[src/rtl/adc_sar_controller.sv]
// adc_sar_controller
// Successive-approximation sequencer for a 12-bit capacitive-DAC ADC.
// One conversion: sample the input for N cycles, then for each bit (MSB
// first) present a trial code, fire the comparator, and keep or drop the
// bit. The final code is published on result_out with a one-cycle done_out.
//
// Ports:
//   clk              system clock, rising edge
//   rst_n            asynchronous active-low reset
//   start_in         conversion request, sampled only while idle
//   sample_cycles_in sample phase length in cycles (0 behaves as 1)
//   comp_out_in      comparator decision (1 = Vin >= DAC, keep the bit)
//   comp_done_in     comparator decision valid strobe
//   sample_en_out    sampling switch closed
//   comp_trig_out    one-cycle comparator trigger
//   dac_code_out     trial code to the row/column decoder
//   busy_out         conversion in progress
//   result_out       last completed conversion, held until the next done
//   done_out         one-cycle pulse when result_out updates
//   timeout_err_out  sticky: a decision was forced by timeout
module adc_sar_controller #(
    parameter int WIDTH    = 12,
    parameter int SAMPLE_W = 4,
    parameter int TIMEOUT  = 15
) (
    input  logic                clk,
    input  logic                rst_n,
    input  logic                start_in,
    input  logic [SAMPLE_W-1:0] sample_cycles_in,
    input  logic                comp_out_in,
    input  logic                comp_done_in,
    output logic                sample_en_out,
    output logic                comp_trig_out,
    output logic [WIDTH-1:0]    dac_code_out,
    output logic                busy_out,
    output logic [WIDTH-1:0]    result_out,
    output logic                done_out,
    output logic                timeout_err_out
);

    localparam int BIT_W = (WIDTH > 1) ? $clog2(WIDTH) : 1;
    localparam int TO_W  = $clog2(TIMEOUT + 1);
    localparam logic [BIT_W-1:0] MSB_IDX = BIT_W'(WIDTH - 1);
    // Wait counter runs 0..TIMEOUT-1, so the last value marks the final
    // wait cycle in which a real strobe is still accepted.
    localparam logic [TO_W-1:0]  TO_LAST = TO_W'(TIMEOUT - 1);

    typedef enum logic [2:0] {
        S_IDLE,
        S_SAMPLE,
        S_TRIG,
        S_WAIT,
        S_DONE
    } state_t;

    state_t              state;
    logic [SAMPLE_W-1:0] sample_cnt;
    logic [TO_W-1:0]     wait_cnt;
    logic [BIT_W-1:0]    bit_idx;

    always_ff @(posedge clk or negedge rst_n) begin
        if (!rst_n) begin
            state           <= S_IDLE;
            sample_cnt      <= '0;
            wait_cnt        <= '0;
            bit_idx         <= MSB_IDX;
            sample_en_out   <= 1'b0;
            comp_trig_out   <= 1'b0;
            dac_code_out    <= '0;
            busy_out        <= 1'b0;
            result_out      <= '0;
            done_out        <= 1'b0;
            timeout_err_out <= 1'b0;
        end else begin
            done_out <= 1'b0;
            case (state)
                S_IDLE: begin
                    dac_code_out <= '0;
                    bit_idx      <= MSB_IDX;
                    if (start_in) begin
                        sample_cnt      <= (sample_cycles_in == '0) ? SAMPLE_W'(1)
                                                                    : sample_cycles_in;
                        busy_out        <= 1'b1;
                        timeout_err_out <= 1'b0;
                        sample_en_out   <= 1'b1;
                        state           <= S_SAMPLE;
                    end
                end

                S_SAMPLE: begin
                    if (sample_cnt <= SAMPLE_W'(1)) begin
                        // Sampling ends: open the switch and present the MSB trial.
                        sample_en_out <= 1'b0;
                        dac_code_out  <= {1'b1, {(WIDTH-1){1'b0}}};
                        comp_trig_out <= 1'b1;
                        state         <= S_TRIG;
                    end else begin
                        sample_cnt <= sample_cnt - SAMPLE_W'(1);
                    end
                end

                S_TRIG: begin
                    comp_trig_out <= 1'b0;
                    wait_cnt      <= '0;
                    state         <= S_WAIT;
                end

                S_WAIT: begin
                    // A real strobe in the last wait cycle beats the timeout.
                    if (comp_done_in || (wait_cnt == TO_LAST)) begin
                        dac_code_out[bit_idx] <= comp_done_in & comp_out_in;
                        if (!comp_done_in) begin
                            timeout_err_out <= 1'b1;
                        end
                        if (bit_idx == '0) begin
                            state <= S_DONE;
                        end else begin
                            bit_idx                            <= bit_idx - BIT_W'(1);
                            dac_code_out[bit_idx - BIT_W'(1)] <= 1'b1;
                            comp_trig_out                      <= 1'b1;
                            state                              <= S_TRIG;
                        end
                    end else begin
                        wait_cnt <= wait_cnt + TO_W'(1);
                    end
                end

                S_DONE: begin
                    result_out <= dac_code_out;
                    done_out   <= 1'b1;
                    busy_out   <= 1'b0;
                    bit_idx    <= MSB_IDX;
                    state      <= S_IDLE;
                end

                default: begin
                    state <= S_IDLE;
                end
            endcase
        end
    end

endmodule

[config.mk]
export PLATFORM = sky130hd
export DESIGN_NAME = adc_sar_controller
export DESIGN_NICKNAME = d
export VERILOG_FILES = /design/src/rtl/adc_sar_controller.sv
export SDC_FILE = /design/constraint.sdc
export NUM_CORES = 1
export LEC_CHECK = 0
export BUFFER_PORTS_ARGS = -buffer_cell sky130_fd_sc_hd__buf_2
export CAP_MARGIN = 20
export CORE_MARGIN = 2
export CORE_UTILIZATION = 30
export DETAILED_ROUTE_END_ITERATION = 7
export GPL_TIMING_DRIVEN = 0
export PLACE_DENSITY = 0.51
export SYNTH_ARGS = -nofsm -noshare
export SYNTH_HDL_FRONTEND = slang
export SYNTH_SLANG_ARGS = --single-unit
[constraint.sdc]
create_clock -name clk -period 4.4 [get_ports clk]
set_input_delay 1.32 -clock clk [delete_from_list [all_inputs] [get_ports clk]]
set_output_delay 1.32 -clock clk [all_outputs]
set_load 0.01 [all_outputs]
Word-level counts from Yosys, hierarchy flattened
Index checks and enable logic that the tools add are counted.
{ "totals": {"reg_bits": 44, "in_bits": 9, "out_inout_bits": 29, "wordCells": 92} }
{ "classes": {"n_addsub": 3, "order_cmp": 5, "n_eq_ne": 12, "n_mux": 36, "n_bitwise": 2, "n_reduce_logical": 23} }
{ "op_table": {"columns": ["op", "n"], "rows": [
  ["12-bit 2-to-1 mux", 3],
  ["12-bit one-hot mux with 3 select lines", 1],
  ["4-bit 2-to-1 mux", 6],
  ["4-bit one-hot mux with 2 select lines", 3],
  ["3-bit AND reduction", 5],
  ["2-bit inequality test (second input constant)", 7],
  ["12-bit bitwise mux", 1],
  ["3-bit 2-to-1 mux", 4],
  ["12-bit bitwise OR", 1],
  ["3-bit one-hot mux with 4 select lines", 1],
  ["1-bit 2-to-1 mux", 11],
  ["4-bit by 5-bit < comparator with 1-bit output (second input constant)", 2],
  ["2-bit nonzero test", 5],
  ["1-bit demux with 4-bit select", 2],
  ["4-bit by 1-bit >= comparator with 1-bit output (second input constant)", 2],
  ["4-bit logical NOT", 2],
  ["4-bit AND reduction", 2],
  ["4-bit by 1-bit subtractor with 4-bit output (second input constant)", 2],
  ["3-bit by 2-bit equality test with 1-bit output (second input constant)", 2],
  ["1-bit one-hot mux with 2 select lines", 3],
  ["3-bit nonzero test", 2],
  ["4-bit by 1-bit adder with 4-bit output (second input constant)", 1],
  ["4-bit equality test (second input constant)", 1],
  ["4-bit by 1-bit less-or-equal comparator with 1-bit output (second input constant)", 1],
  ["other kinds (9)", 11]
]} }

Longest topological paths before layout
Gate-level depths: netlist of run 1.
{ "depth": {"word_depth": 9, "ltp_mapped": 8, "depth_no_buf": 7} }

Worst setup path after synthesis of run 1
No wires, ideal clock.
{ "synth_path": {"path_kind": "input to register", "startpoint": "in comp_done_in", "endpoint": "reg dac_code_out[0]", "setup_ps": 121, "arrival_time_ps": 2256, "t_required_ps": 4279, "slack_ps": 2023, "stages": 6, "n_path_buf": 1, "cell_sequence": "a31o_2 nand3_2 a21boi_2 buf_6 a31oi_1 o22a_1"} }
{ "synth_between": {"elab_chain_cells": 6, "word_cells_on_any_way": 9, "classes_between": "eq/ne: 1; mux: 4; bitwise: 2; reduce/logical: 2"} }
{ "synth_rtl": {"columns": ["item", "line_no", "rtl"], "rows": [
  ["from (decl)", "31", "input logic comp_done_in,"],
  ["1-bit bitwise AND", "111", "dac_code_out[bit_idx] <= comp_done_in & comp_out_in;"],
  ["12-bit bitwise mux", "111", null],
  ["12-bit bitwise OR (no source line)", null, null],
  ["12-bit 2-to-1 mux", "115", "if (bit_idx == '0) begin"],
  ["12-bit 2-to-1 mux", "110", "if (comp_done_in || (wait_cnt == TO_LAST)) begin"],
  ["12-bit one-hot mux with 3 select lines", "76", "case (state)"],
  ["to (signal assigned)", "94", "dac_code_out <= {1'b1, {(WIDTH-1){1'b0}}};"],
  ["to (signal, indexed assignment)", "111", null],
  ["to (decl)", "34", "output logic [WIDTH-1:0] dac_code_out,"]
]} }
Several ways; a longest one is shown, not always the timed one. The select of a mux whose other input is x is not followed.
A chain may end at the register's enable or synchronous reset.

Worst setup path in the final report of run 1
{ "layout_path": {"startpoint": "in comp_done_in", "endpoint": "reg dac_code_out[11]"} }
Same word-level chain as after synthesis.

==> reports/qor.csv, run 1 <==
metric,value,unit
worstSetupPathType,in -> reg,
yosys_warnings,0,
grt_pass1_vias,1975,
drc,0,
cts_resized,0,
tritoncts,built,
hpwlAfterDp,4.41,mm
setup_slack,1.94,ns
rsz0062_at_grt,no,
worstPathMaxFanout,7,
synth.avg_cell_area,9.50,um2
place_congestion,0.866,
synth_area_leader_cell,dfrtp_1,
grt_max_degree,45,
portBuffers,37,
worstRegToRegCells,7,
cts_max_level,2,
leakage,1.35,nW
route.met2.wl,2.85,mm
setup_tns,0,ns
gr-total-overflow,0,
start_util,30.7,%
layout.nets,328,
syn_area,2500,um2
synth_edf_count,0,
antenna_found_initial,0,
final_antenna_net_count,0,
ios,38,
fin_crit,2.46,ns
cts_hold_buffers,0,
placed_cells,405,
syn_nets,283,
clock_skew,0.0124,ns
worstHoldStart,sample_en_out,
synthArstFlopShare,100,%
worstSetupStartpointType,primary input,
wirelength,6.24,mm
reg2reg_to,dac_code_out[8],
synth_commonest_cells,"dfrtp_1, nand2_1, a21oi_1, nor2_1, o21ai_0",
path_clk_slew,0.09,ns
vias,2139,
cts_root_buffer,clkbuf_8,
areaGrowthSynthToFinish,17.2,%
drv_cap,0,
synth_flop_cell,dfrtp_1,
clk_latency,0.30,ns
peakVddDrop,0.000163,V
critPathCapture,dac_code_out[11],
setup_viol,0,
dieArea,9070,um2
rows,33,
clockBufferDepth,2,
cts.sinks,44,
worst_ep_required_time,4.60,ns
synth_top_cell_area_share,41.1,%
dr_wl_met3,220,um
hold_violations,0,
slew_headroom,49.8,%
multiInputGateArea,1290,um2
dieWidth,95.3,um
seqCellArea,1100,um2
drive_gt1_share,23.6,%
yosys.cell_count.top_type,dfrtp_1,
fin_crit_sh,56.0,%
syn_inst,263,
fin_cells,414,
endpoint_kind,register,
fin_hold_ws,0.483,ns
place_area,2820,um2
arrival,2.66,ns
max_clock_freq,406,MHz
pre_cts_ws,1.62,ns
powerDensity,559,nW/um2
status,completed,
grtUsageTotal,14.0,%
grt_pass1_wl,9.89,mm
synth.top_cells.by_area,"dfrtp_1, ha_1, mux2_2, nand2_1, a21oi_1",
drt-pass1-iter-count,4,
numCtsBuffers,5,
ff2ff_setup_slack,2.18,ns
fillers,842,
startpoint,comp_done_in,
die_y,95.3,um
wl_per_cell,15.1,um
tightest_slew,0.747,ns
m1WireLength,3.10,mm
dr.max_layer_used,met4,
postCtsSetupRepairBufs,0,
slew_viol_final,0,
fin_area,2930,um2
vias_per_cell,5.17,
hp-class,reg -> reg,
drt-initial-drc-count,83,
ys_ff_latch,44,
core-area,8130,um2
regToRegStartpoint,bit_idx[0],
ys_seq_area_share,44.2,%
synth_cell_types,49,
antenna_cells,0,
kinds of logic (layout without fill, tap and decap cells):
| group | count (synthesis) | after routing | synth area share (%) |
|---|---|---|---|
| DFF | 44 | 44 | 44.2 |
| buffers and inverters | 24 | 70 | 4.16 |
| muxes | 15 | 15 | 6.61 |
| and+or+nand+nor | 80 | 80 | 14.8 |
| adders and majority gates | 11 | 11 | 5.51 |
| AOI/OAI and AO/OA | 89 | 89 | 24.7 |
critical path, stage by stage:
cell and delay [ns]:
buf_2 0.15, a31oi_1 0.54, nand2_1 0.12, o2111a_1 0.21, a22o_1 0.19, a21o_1 0.15
report_power, final:
group	switching (mW)	internal (mW)	total (mW)	leakage (nW)
clock	0.147	0.128	0.275	0.0445
sequential	0.120	0.518	0.638	0.557
combinational	0.440	0.284	0.724	0.748
total	0.707	0.930	1.64	1.35
worst min path at each step:
stage / depth (start not counted) / endpoint
CTS: 2 / sample_en_out
global route: 1 / result_out[5]
global placement: 2 / sample_en_out
floorplan: 2 / sample_en_out
finish: 2 / sample_en_out
detailed placement: 2 / sample_en_out
registers in the layout, indices dropped and copies added, names as in the netlist, 3 cells and up:
signal / count
wait_cnt: 4
dac_code_out: 12
bit_idx: 4
result_out: 12
state: 3
sample_cnt: 4
routing by layer:
| metal | up-vias | GRT usage (%) |
|---|---|---|
| met2 | 46 | 22.8 |
| met3 | 9 | 2.85 |
| met5 | - | 0 |
| li1 | 1057 | - |
| met1 | 1027 | 18.7 |
| met4 | 0 | 4.47 |
stage by stage:
| stage | total power, mW | utilization, % |
|---|---|---|
| after floorplan | 1.14 | - |
| after global placement | 1.36 | 34.6 |
| after detailed placement | 1.36 | 34.6 |
| after CTS | 1.64 | 35.8 |
| after global routing | 1.77 | 36.0 |
| final | 1.64 | 36.0 |
layout by cell type, fill, tap and decap left out, types with 2 or more instances in the layout:
| master | Yosys | final |
|---|---|---|
| a211oi_1 | 2 | 2 |
| a21boi_2 | 2 | 2 |
| a21o_1 | 2 | 2 |
| a21oi_1 | 20 | 20 |
| a221o_1 | 3 | 3 |
| a22o_1 | 5 | 5 |
| a22oi_1 | 3 | 3 |
| a31oi_1 | 7 | 7 |
| a32oi_1 | 4 | 4 |
| and2_1 | 3 | 3 |
| buf_2 | 2 | 39 |
| clkbuf_1 | 9 | 10 |
| clkbuf_8 | 0 | 6 |
| dfrtp_1 | 41 | 41 |
| dfstp_2 | 3 | 3 |
| ha_1 | 11 | 11 |
| inv_1 | 11 | 11 |
| mux2_2 | 12 | 12 |
| mux2i_1 | 3 | 3 |
| nand2_1 | 30 | 30 |
| nand3_1 | 9 | 9 |
| nor2_1 | 20 | 20 |
| nor2b_1 | 4 | 4 |
| nor3_1 | 5 | 5 |
| o211ai_1 | 2 | 2 |
| o21ai_0 | 20 | 20 |
| o22ai_1 | 4 | 4 |
| o32a_1 | 3 | 3 |
| o41ai_1 | 2 | 2 |
final cells by class:
class / count / share of cell area (%)
Buffer: 13 / 2.14
Clock buffer: 7 / 2.95
Clock inverter: 1 / 0.256
Inverter: 11 / 1.41
Multi-Input combinational cell: 195 / 44.0
Sequential cell: 44 / 37.7
Tap cell: 105 / 4.49
Timing Repair Buffer: 38 / 7.01
No activity file was read; power rests on OpenSTA's default activity.
==> inputs of run 2 (changes only) <==
--- a/config.mk
+++ b/config.mk
@@ -5,6 +5,7 @@
 export SDC_FILE = /design/constraint.sdc
 export NUM_CORES = 1
 export LEC_CHECK = 0
+export ABC_AREA = 1
 export BUFFER_PORTS_ARGS = -buffer_cell sky130_fd_sc_hd__buf_2
 export CAP_MARGIN = 20
 export CORE_MARGIN = 2
==> constraint.sdc (replaced) <==
create_clock -name clk -period 2.3 [get_ports clk]
set_input_delay 0.69 -clock clk [delete_from_list [all_inputs] [get_ports clk]]
set_output_delay 0.69 -clock clk [all_outputs]
set_load 0.01 [all_outputs]
==> run 2 against run 1 <==
Clock power is 80% higher. Global-route usage fell by 0.65 points. Highest routed layer unchanged. Die area shrank 2.5%. Largest power group unchanged. Final area is 2.2% lower. Sequential share of layout area increased by 0.86 points. Largest cell class unchanged. Critical path type is now reg -> reg. Area after synthesis shrank 2.6%.
==> reports/qor.csv, run 2 <==
metric,value,unit,change
grt_pass1_vias,2032,,+2.9%
powerDensity,1310,nW/um2,+130%
drv_cap,0,,unchanged
synth_top_cell_area_share,42.2,%,+1.1 points
worstSetupPathType,reg -> reg,,
cts.sinks,44,,unchanged
hold_violations,0,,unchanged
rows,32,,-3.0%
fin_crit_sh,79.2,%,
cts_max_level,2,,unchanged
path_clk_slew,0.08,ns,about the same
setup_tns,0,ns,unchanged
wirelength,5.31,mm,-15%
grt_pass1_wl,9.53,mm,-3.7%
place_area,2750,um2,-2.4%
layout_common_cells,"nand2_1, dfrtp_1, buf_2",,
startpoint,bit_idx[0],,
areaGrowthSynthToFinish,17.7,%,
fin_util,36.7,%,+0.67 points
final_antenna_net_count,0,,unchanged
vias_per_cell,4.51,,-13%
grt_max_degree,45,,unchanged
drive_gt1_share,19.9,%,-3.7 points
place_congestion,0.915,,+5.8%
max_clock_freq,549,MHz,
ff2ff_setup_slack,0.48,ns,-1.70 ns
peakVddDrop,0.000561,V,+240%
slew_viol_final,0,,unchanged
wl_per_cell,11.6,um,-23%
worst_ep_required_time,2.53,ns,-2.07 ns
pre_cts_ws,0.478,ns,-1.14 ns
drc,0,,unchanged
drt-pass1-iter-count,4,,unchanged
dieWidth,94.1,um,-1.3%
vias,2070,,-3.2%
numCtsBuffers,5,,unchanged
cts_resized,0,,unchanged
arrival,2.05,ns,-0.61 ns
grtUsageTotal,13.4,%,-0.65 points
dieArea,8850,um2,-2.5%
synth_area_leader_cell,dfrtp_1,,
reg_top3,"dac_code_out x12, result_out x12",,
start_util,31.2,%,+0.45 points
tightest_slew,0.536,ns,-0.211 ns
hpwlAfterDp,4.06,mm,-8.1%
final_common_cell,nand2_1,,
synth_edf_count,0,,unchanged
yosys.cell_count.top_type,nand2_1,,
synth_flop_cell,dfrtp_1,,
tritoncts,built,,
slew_headroom,64.3,%,+14 points
antenna_cells,0,,unchanged
drt-initial-drc-count,71,,-14%
ys_ff_latch,44,,unchanged
status,completed,,
antenna_found_initial,0,,unchanged
gr-total-overflow,0,,unchanged
postCtsSetupRepairBufs,0,,unchanged
syn_area,2430,um2,-2.6%
yosys_warnings,0,,unchanged
worstRegToRegCells,9,,+2
setup_slack,0.479,ns,-1.46 ns
power.total,3.76,mW,+130%
cts_hold_buffers,0,,unchanged
clk_latency,0.29,ns,about the same
ios,38,,unchanged
fin_area,2860,um2,-2.2%
hp-class,in -> async,,
worstSetupStartpointType,register,,
core-area,7810,um2,-4.0%
portBuffers,37,,unchanged
layout.nets,376,,+15%
endpoint_kind,register,,
synthArstFlopShare,100,%,unchanged
rsz0062_at_grt,no,,
ys_seq_area_share,45.4,%,+1.2 points
cts_root_buffer,clkbuf_8,,
leakage,1.54,nW,+14%
clock_skew,0.00658,ns,-0.00577 ns
clockBufferDepth,2,,unchanged
die_y,94.1,um,-1.3%
setup_viol,0,,unchanged
reg2reg_to,bit_idx[3],,
synth_cell_types,31,,-37%
synth.top_cells.by_area,"dfrtp_1, nand2_1, ha_1, o21ai_1, nand3_1",,
syn_nets,331,,+17%
synth.avg_cell_area,7.83,um2,-18%
syn_inst,311,,+18%
regToRegStartpoint,bit_idx[0],,
synth_commonest_cells,"nand2_1, dfrtp_1, inv_1, o21ai_1, nand3_1",,
fin_crit,1.82,ns,
worstPathMaxFanout,8,,+1
## run 2: worst max-delay path by stage
stage | cells past startpoint | slack, ns | end
detailed placement | 9 | 0.48 | bit_idx[2]
CTS | 9 | 0.46 | bit_idx[2]
finish | 9 | 0.48 | bit_idx[3]
global route | 9 | 0.28 | dac_code_out[9]
floorplan | 10 | 0.72 | dac_code_out[4]
global placement | 9 | 0.50 | bit_idx[2]
## run 2: metrics by stage
step	instances	hold WS [ns]
6_report	459	0.372
5_1_grt	459	0.412
4_1_cts	458	0.478
3_5_place_dp	450	0.457
3_3_place_gp	450	0.455
2_1_floorplan	311	0.394
## run 2: critical path: stages, from the launching register on
cell and delay [ns]:
dfstp_2 0.58, inv_1 0.13, ha_1 0.26, nand2_1 0.21, inv_2 0.10, o21ai_1 0.12
nand2_1 0.07, inv_2 0.11, o21ai_0 0.09, o21ai_1 0.08
## run 2: cell type report
type	count	area, um2
Tap cell	102	128
Clock buffer	8	90.1
Sequential cell	44	1100
Timing Repair Buffer	38	213
Inverter	36	135
Buffer	4	17.5
Fill cell	835	4940
Multi-Input combinational cell	227	1180
## run 2: logic make-up after synthesis
logic type	count (synthesis)	synth area share, %
and+or+nand+nor	162	30.4
AOI/OAI and AO/OA	50	10.6
DFF	44	45.4
buffers and inverters	40	6.27
adders and majority gates	11	5.66
muxes	4	1.65
## run 2: routing by layer
layer | global-route usage, % | vias up | wire length (um)
li1 | - | 1086 | -
met1 | 18.1 | 935 | 2680
met2 | 21.8 | 43 | 2370
met3 | 2.97 | 6 | 229
met4 | 2.90 | 0 | 33
met5 | 0 | - | 0
## run 2: where the power goes
group,total (mW),switching [mW],internal [mW]
clock,0.495,0.250,0.245
combinational,1.99,1.30,0.697
sequential,1.27,0.210,1.06
